### src/rtl/hazard_stall_ctrl_if.sv
// Bundle between the ID-stage hazard controller and the pipeline registers it steers.
// CNT_W here must match the controller's CNT_W.
interface hazard_stall_ctrl_if #(parameter int CNT_W = 16);
   logic [4:0]       id_rs1;
   logic [4:0]       id_rs2;
   logic             id_uses_rs2;
   logic             idex_memread;
   logic [4:0]       idex_rd;
   logic             branch_taken;
   logic             mem_busy;
   logic             pc_en;
   logic             ifid_en;
   logic             idex_en;
   logic             ifid_flush;
   logic             idex_bubble;
   logic [CNT_W-1:0] stall_cnt;
   logic [CNT_W-1:0] flush_cnt;

   modport master (
      output id_rs1, id_rs2, id_uses_rs2, idex_memread, idex_rd, branch_taken, mem_busy,
      input  pc_en, ifid_en, idex_en, ifid_flush, idex_bubble, stall_cnt, flush_cnt
   );

   modport slave (
      input  id_rs1, id_rs2, id_uses_rs2, idex_memread, idex_rd, branch_taken, mem_busy,
      output pc_en, ifid_en, idex_en, ifid_flush, idex_bubble, stall_cnt, flush_cnt
   );
endinterface

### src/rtl/hazard_stall_ctrl.sv
// Load-use interlock, taken-branch flush and memory-busy freeze for the 5-stage core,
// with saturating stall/flush cycle counters.
module hazard_stall_ctrl #(
   parameter int LOAD_STALL = 1,
   parameter int CNT_W      = 16
) (
   input logic                clk,
   input logic                rst_n,
   hazard_stall_ctrl_if.slave hz
);
   typedef enum logic {RUN, LSTALL} state_t;

   localparam logic [2:0] STALL_RELOAD = 3'(LOAD_STALL - 1);

   state_t           state_q, state_d;
   logic [2:0]       dcnt_q, dcnt_d;
   logic [CNT_W-1:0] stall_q, flush_q;
   logic             hazard;
   logic             stall_inc, flush_inc;
   logic             pc_en, ifid_en, idex_en, ifid_flush, idex_bubble;

   assign hazard = hz.idex_memread && (hz.idex_rd != 5'd0) &&
                   ((hz.idex_rd == hz.id_rs1) || (hz.id_uses_rs2 && (hz.idex_rd == hz.id_rs2)));

   always_comb begin
      state_d     = state_q;
      dcnt_d      = dcnt_q;
      pc_en       = 1'b1;
      ifid_en     = 1'b1;
      idex_en     = 1'b1;
      ifid_flush  = 1'b0;
      idex_bubble = 1'b0;
      stall_inc   = 1'b0;
      flush_inc   = 1'b0;
      if (!rst_n) begin
         pc_en       = 1'b0;
         ifid_en     = 1'b0;
         idex_en     = 1'b0;
         ifid_flush  = 1'b1;
         idex_bubble = 1'b1;
      end else if (hz.mem_busy) begin
         // freeze holds everything, including the bubble budget
         pc_en     = 1'b0;
         ifid_en   = 1'b0;
         idex_en   = 1'b0;
         stall_inc = 1'b1;
      end else if (hz.branch_taken) begin
         ifid_flush  = 1'b1;
         idex_bubble = 1'b1;
         flush_inc   = 1'b1;
         state_d     = RUN;
         dcnt_d      = 3'd0;
      end else if (state_q == LSTALL || hazard) begin
         pc_en       = 1'b0;
         ifid_en     = 1'b0;
         idex_bubble = 1'b1;
         stall_inc   = 1'b1;
         if (state_q == LSTALL) begin
            dcnt_d = dcnt_q - 3'd1;
            if (dcnt_q == 3'd1) state_d = RUN;
         end else if (LOAD_STALL > 1) begin
            state_d = LSTALL;
            dcnt_d  = STALL_RELOAD;
         end
      end
   end

   always_ff @(posedge clk or negedge rst_n) begin
      if (!rst_n) begin
         state_q <= RUN;
         dcnt_q  <= 3'd0;
         stall_q <= '0;
         flush_q <= '0;
      end else begin
         state_q <= state_d;
         dcnt_q  <= dcnt_d;
         if (stall_inc && stall_q != '1) stall_q <= stall_q + 1'b1;
         if (flush_inc && flush_q != '1) flush_q <= flush_q + 1'b1;
      end
   end

   assign hz.pc_en       = pc_en;
   assign hz.ifid_en     = ifid_en;
   assign hz.idex_en     = idex_en;
   assign hz.ifid_flush  = ifid_flush;
   assign hz.idex_bubble = idex_bubble;
   assign hz.stall_cnt   = stall_q;
   assign hz.flush_cnt   = flush_q;
endmodule

### src/flat_wrapper.sv
// flat-port wrapper written by rule: the top's interface ports become plain ports
module hazard_stall_ctrl_flat 
#(
   parameter int LOAD_STALL = 1,
   parameter int CNT_W      = 16
)
  (clk, rst_n, hz_id_rs1, hz_id_rs2, hz_id_uses_rs2, hz_idex_memread, hz_idex_rd, hz_branch_taken, hz_mem_busy, hz_pc_en, hz_ifid_en, hz_idex_en, hz_ifid_flush, hz_idex_bubble, hz_stall_cnt, hz_flush_cnt);
  hazard_stall_ctrl_if #(.CNT_W(CNT_W)) hz_i ();
  input logic clk;
  input logic rst_n;
  input wire logic [$bits(hz_i.id_rs1)-1:0] hz_id_rs1;
  input wire logic [$bits(hz_i.id_rs2)-1:0] hz_id_rs2;
  input wire logic [$bits(hz_i.id_uses_rs2)-1:0] hz_id_uses_rs2;
  input wire logic [$bits(hz_i.idex_memread)-1:0] hz_idex_memread;
  input wire logic [$bits(hz_i.idex_rd)-1:0] hz_idex_rd;
  input wire logic [$bits(hz_i.branch_taken)-1:0] hz_branch_taken;
  input wire logic [$bits(hz_i.mem_busy)-1:0] hz_mem_busy;
  output wire logic [$bits(hz_i.pc_en)-1:0] hz_pc_en;
  output wire logic [$bits(hz_i.ifid_en)-1:0] hz_ifid_en;
  output wire logic [$bits(hz_i.idex_en)-1:0] hz_idex_en;
  output wire logic [$bits(hz_i.ifid_flush)-1:0] hz_ifid_flush;
  output wire logic [$bits(hz_i.idex_bubble)-1:0] hz_idex_bubble;
  output wire logic [$bits(hz_i.stall_cnt)-1:0] hz_stall_cnt;
  output wire logic [$bits(hz_i.flush_cnt)-1:0] hz_flush_cnt;
  assign hz_i.id_rs1 = hz_id_rs1;
  assign hz_i.id_rs2 = hz_id_rs2;
  assign hz_i.id_uses_rs2 = hz_id_uses_rs2;
  assign hz_i.idex_memread = hz_idex_memread;
  assign hz_i.idex_rd = hz_idex_rd;
  assign hz_i.branch_taken = hz_branch_taken;
  assign hz_i.mem_busy = hz_mem_busy;
  assign hz_pc_en = hz_i.pc_en;
  assign hz_ifid_en = hz_i.ifid_en;
  assign hz_idex_en = hz_i.idex_en;
  assign hz_ifid_flush = hz_i.ifid_flush;
  assign hz_idex_bubble = hz_i.idex_bubble;
  assign hz_stall_cnt = hz_i.stall_cnt;
  assign hz_flush_cnt = hz_i.flush_cnt;
  hazard_stall_ctrl #(.LOAD_STALL(LOAD_STALL), .CNT_W(CNT_W)) u_core (.clk(clk), .rst_n(rst_n), .hz(hz_i));
endmodule
### config.mk
export PLATFORM = sky130hd
export DESIGN_NAME = hazard_stall_ctrl_flat
export DESIGN_NICKNAME = d
export VERILOG_FILES = /design/src/rtl/hazard_stall_ctrl_if.sv /design/src/rtl/hazard_stall_ctrl.sv /design/src/flat_wrapper.sv
export SDC_FILE = /design/constraint.sdc
export NUM_CORES = 1
export LEC_CHECK = 0
export CORE_UTILIZATION = 51
export DETAILED_ROUTE_END_ITERATION = 8
export PLACE_DENSITY = 0.81
export SLEW_MARGIN = 30
export SYNTH_ARGS = -nofsm -noshare
export SYNTH_HDL_FRONTEND = slang
export SYNTH_SLANG_ARGS = --single-unit
### constraint.sdc
create_clock -name clk -period 4.9 [get_ports clk]
set_input_delay 0.735 -clock clk [delete_from_list [all_inputs] [get_ports clk]]
set_output_delay 0.735 -clock clk [all_outputs]
set_load 0.01 [all_outputs]
==> metrics list <==
* Run status: finished clean
* Share of post-route cells with drive strength above 1: 0.0941
- After synthesis, the share of flip-flops with an asynchronous set or reset is 1.00.
- The first global-routing pass estimated 7050 um of wire.
- Clock buffer depth: 2
* Cell Chain, Critical Path: clkdlybuf4s50_1 > or4_1 > o21ai_2 > o21bai_1 > nand2_1 > a21boi_0 > clkdlybuf4s50_1
- Summed over all layers, the global routing overflow is 0.
- Flip-flop and latch area: 901 um^2
- Dividing the final minimum period by the clock period gives 0.751.
- Port-buffer cells: 57
* Synth Net Count: 215
- Setup crit end kind: primary output
- Setup slack after layout: 1.22 ns
- Delay of the slowest critical-path stage: 0.59 ns
- Final estimated routing congestion in global placement: 0.859
- The worst register-to-register path ends at u_core.hz.stall_cnt[1].
* Arrival time at the worst endpoint: 2.94 ns
- After detailed routing, the number of remaining DRC violations is 0.
- Pin count of the biggest net entering global routing: 41
- Routed wirelength normalized by instance count: 13.2 um
* Count of nets after finishing: 279
* Worst slack after detailed placement: 1.22 ns
- Max-slew headroom: 0.692
* Netlist cell types: 39
- Drt total wl: 4010 um
- Final worst clock skew: 0.00502 ns
- In the synthesized netlist, the cells that appear most often are dfrtp_1 (36), xor2_1 (26), nand2_1 (19).
- Setup repair after global routing left no endpoint under its margin.
- For this design the top-level I/O count stands at 58.
- Clock tree synthesis selected as its root buffer the cell clkbuf_8.
- After synthesis the cells add up to 1980 um^2.
* Most Frequent Cell on Critical Path: clkdlybuf4s50_1
- Antenna diode count: 0
- Sequential element share of the synthesized area: 0.455
- Counting flops and latches in the post-synthesis netlist gives 36.
* Cells after DPL: 294
- In this run the worst hold path is classified as in -> async.
- In this run the static leakage power is 1.22 nW.
* Total area of multi-input combinational cells: 1040 um^2
- Placement Rows: 22
- Family with the most delay on the worst path: buffers and inverters
- Yosys mapped a number of flops with a built-in enable equal to 0.
- TritonCTS built the clock tree.
- Number of search-and-repair iterations in the first detailed-routing pass: 4
* Post-CTS clock slew at the launch and capture registers of the worst setup and hold paths: 0.07 ns
- Final setup vio count: 0
- Detail Route Antenna Nets: 0
* Fillers: 284
* Number of max-slew violations in the final report: 0
- On the final layout, the worst hold slack is 0.483 ns.
* Peak supply drop: 0.228 mV
- Clock tree synthesis found a total of 36 sinks.
- The die covers 4140 um^2.
- The critical path is of the in -> out type.
* Width of the die: 64.3 um
- Via-per-instance ratio: 5.23
* Power Dens Cells: 321 nW/um^2
- Cts bufs inserted: 5
* Initial standard-cell utilization of the core: 0.537
* Gate Count Post-Synth: 190
- Post-layout instance count excluding filler cells: 303
- The tool flagged a number of max-cap violations equal to 0.
- In this run the critical register-to-register path is launched from u_core.hz.stall_cnt[0].
* Buffer count from post-CTS setup fixing: 0
* Clock network latency to the later pin of the worst-skew pair: 0.29 ns
- Core outline area: 3690 um^2
* Post-Layout Inst Area: 2710 um^2
- Fin crit period: 3.68 ns
- Across every metal layer, demand over resource in global routing totals 0.223.
- Register-to-Register Setup Slack: 2.94 ns
- Crit Path Max Fanout: 3
* Worst R2R Path Depth: 7
- Data on the critical path is required at its endpoint by 4.16 ns.
- Among all flip-flop cells after synthesis, the most frequent one is dfrtp_1.
* Total cell area at the placement stage: 2590 um^2
- Once detailed placement completed, the half-perimeter wirelength came to 3000 um.
- Total via count in the routed design: 1,584
- Number of warnings issued by yosys: 0
- Number of failing hold endpoints at the final stage: 0
- In this run, the number of DRC markers left after iteration 0 of detailed routing was 112.
- Cell types occupying the most area after synthesis: dfrtp_1 (45%), xor2_1 (11%), xnor2_1 (5.7%), nand4_1 (3.8%), nand2_1 (3.6%)
- Post-synth top area share: 0.455
- Critical Path Source Type: input pin
- By instance count, the leading cell after synthesis is dfrtp_1.
- Setup crit start: hz_idex_rd[0]
- The number of global-route vias before repair was 1,550.
- The die is 64.3 um tall.
- For this run, the top clock speed supported by timing is 272 MHz.
- Post-synthesis cell type with the largest combined area: dfrtp_1
- The number of buffers and inverters on the critical path is 2.
- Cells resized by post-CTS repair: 0
- Number of buffers inserted for hold repair after clock tree synthesis: 0
* Number of antenna violations at the first check in global routing: 0
- The H-tree generated during clock tree synthesis spans 2 levels.
- Synth-to-Final Area Change: 36.8%
- Worst slew pin tran: 0.463 ns
- Cell type of the slowest stage on the worst timing path: clkdlybuf4s50_1
* Fin Setup TNS: 0 ns
- The average instance in the mapped netlist occupies 10.4 um^2.
==> registers in the layout, indices dropped and copies added (netlist names) <==
| name | cells |
|---|---|
| u_core.dcnt_q | 3 |
| u_core.hz.flush_cnt | 16 |
| u_core.hz.stall_cnt | 16 |
| u_core.state_q | 1 |
==> worst register-to-register path: cells and delay by family (launching register included) <==
| family | cells | cell delay, ns |
|---|---|---|
| buffers and inverters | 1 | 0.22 |
| muxes | 1 | 0.31 |
| adders and majority gates | 1 | 0.27 |
| DFF | 1 | 0.42 |
| AOI/OAI and AO/OA | 1 | 0.23 |
| and+or+nand+nor | 3 | 0.40 |
==> power by group <==
part	switching (mW)	leakage, nW	internal (mW)	total [mW]
Sequential	0.0545	0.483	0.337	0.391
Combinational	0.0923	0.679	0.131	0.223
Clock	0.103	0.0552	0.151	0.254
==> cell families (layout without fill, tap and decap cells) <==
group / Yosys count / after routing / synth area share
AOI/OAI and AO/OA: 15 / 15 / 0.0480
xor gates and xnor gates: 39 / 39 / 0.172
adders and majority gates: 4 / 4 / 0.0253
buffers and inverters: 7 / 72 / 0.0208
DFF: 36 / 36 / 0.455
muxes: 1 / 1 / 0.00758
and+or+nand+nor: 88 / 88 / 0.271
==> worst max path at each step <==
| stage | endpoint | cells past startpoint |
|---|---|---|
| after floorplan | hz_pc_en | 6 |
| after global placement | hz_ifid_en | 7 |
| after detailed placement | hz_ifid_en | 7 |
| after CTS | hz_ifid_en | 7 |
| after global routing | hz_pc_en | 7 |
| final | hz_ifid_en | 7 |
==> placed cells by master, fill, tap and decap left out, types with 2 or more instances in the layout <==
cell             Yosys  layout
clkdlybuf4s50_1      0      56
nor2_1              13      13
nor3_2               2       2
nand4_1             12      12
nand2_1             19      19
o21a_1               2       2
dfrtp_1             36      36
and3_1               4       4
nor3b_2              3       3
inv_1                4       4
nor3_1               7       7
clkbuf_8             0       5
o21ai_0              4       4
ha_1                 4       4
nor4_1               2       2
nand3_1             12      12
xnor2_1             13      13
xor2_1              26      26
nand2b_1             2       2
a21oi_1              3       3
buf_4                2       3
==> final cells by class <==
cell class | count | area share
Clock buffer | 6 | 0.0268
Clock inverter | 2 | 0.0129
Inverter | 4 | 0.00554
Multi-Input combinational cell | 147 | 0.383
Sequential cell | 36 | 0.332
Tap cell | 48 | 0.0222
Timing Repair Buffer | 60 | 0.217
==> stage by stage <==
| stage | total power, mW | util |
|---|---|---|
| 4_1_cts | 0.879 | 0.733 |
| 3_3_place_gp | 0.615 | 0.704 |
| 6_report | 0.869 | 0.735 |
| 3_5_place_dp | 0.621 | 0.704 |
| 5_1_grt | 0.918 | 0.735 |
| 2_1_floorplan | 0.489 | - |
==> per-layer routing <==
metal | track usage | vias up | share of wire
met3 | 0.0732 | 5 | 0.049
met5 | 0 | - | 0
met1 | 0.281 | 750 | 0.45
li1 | - | 787 | -
met4 | 0.0889 | 0 | 0.011
met2 | 0.351 | 42 | 0.49
No activity file was read; power rests on OpenSTA's default activity.
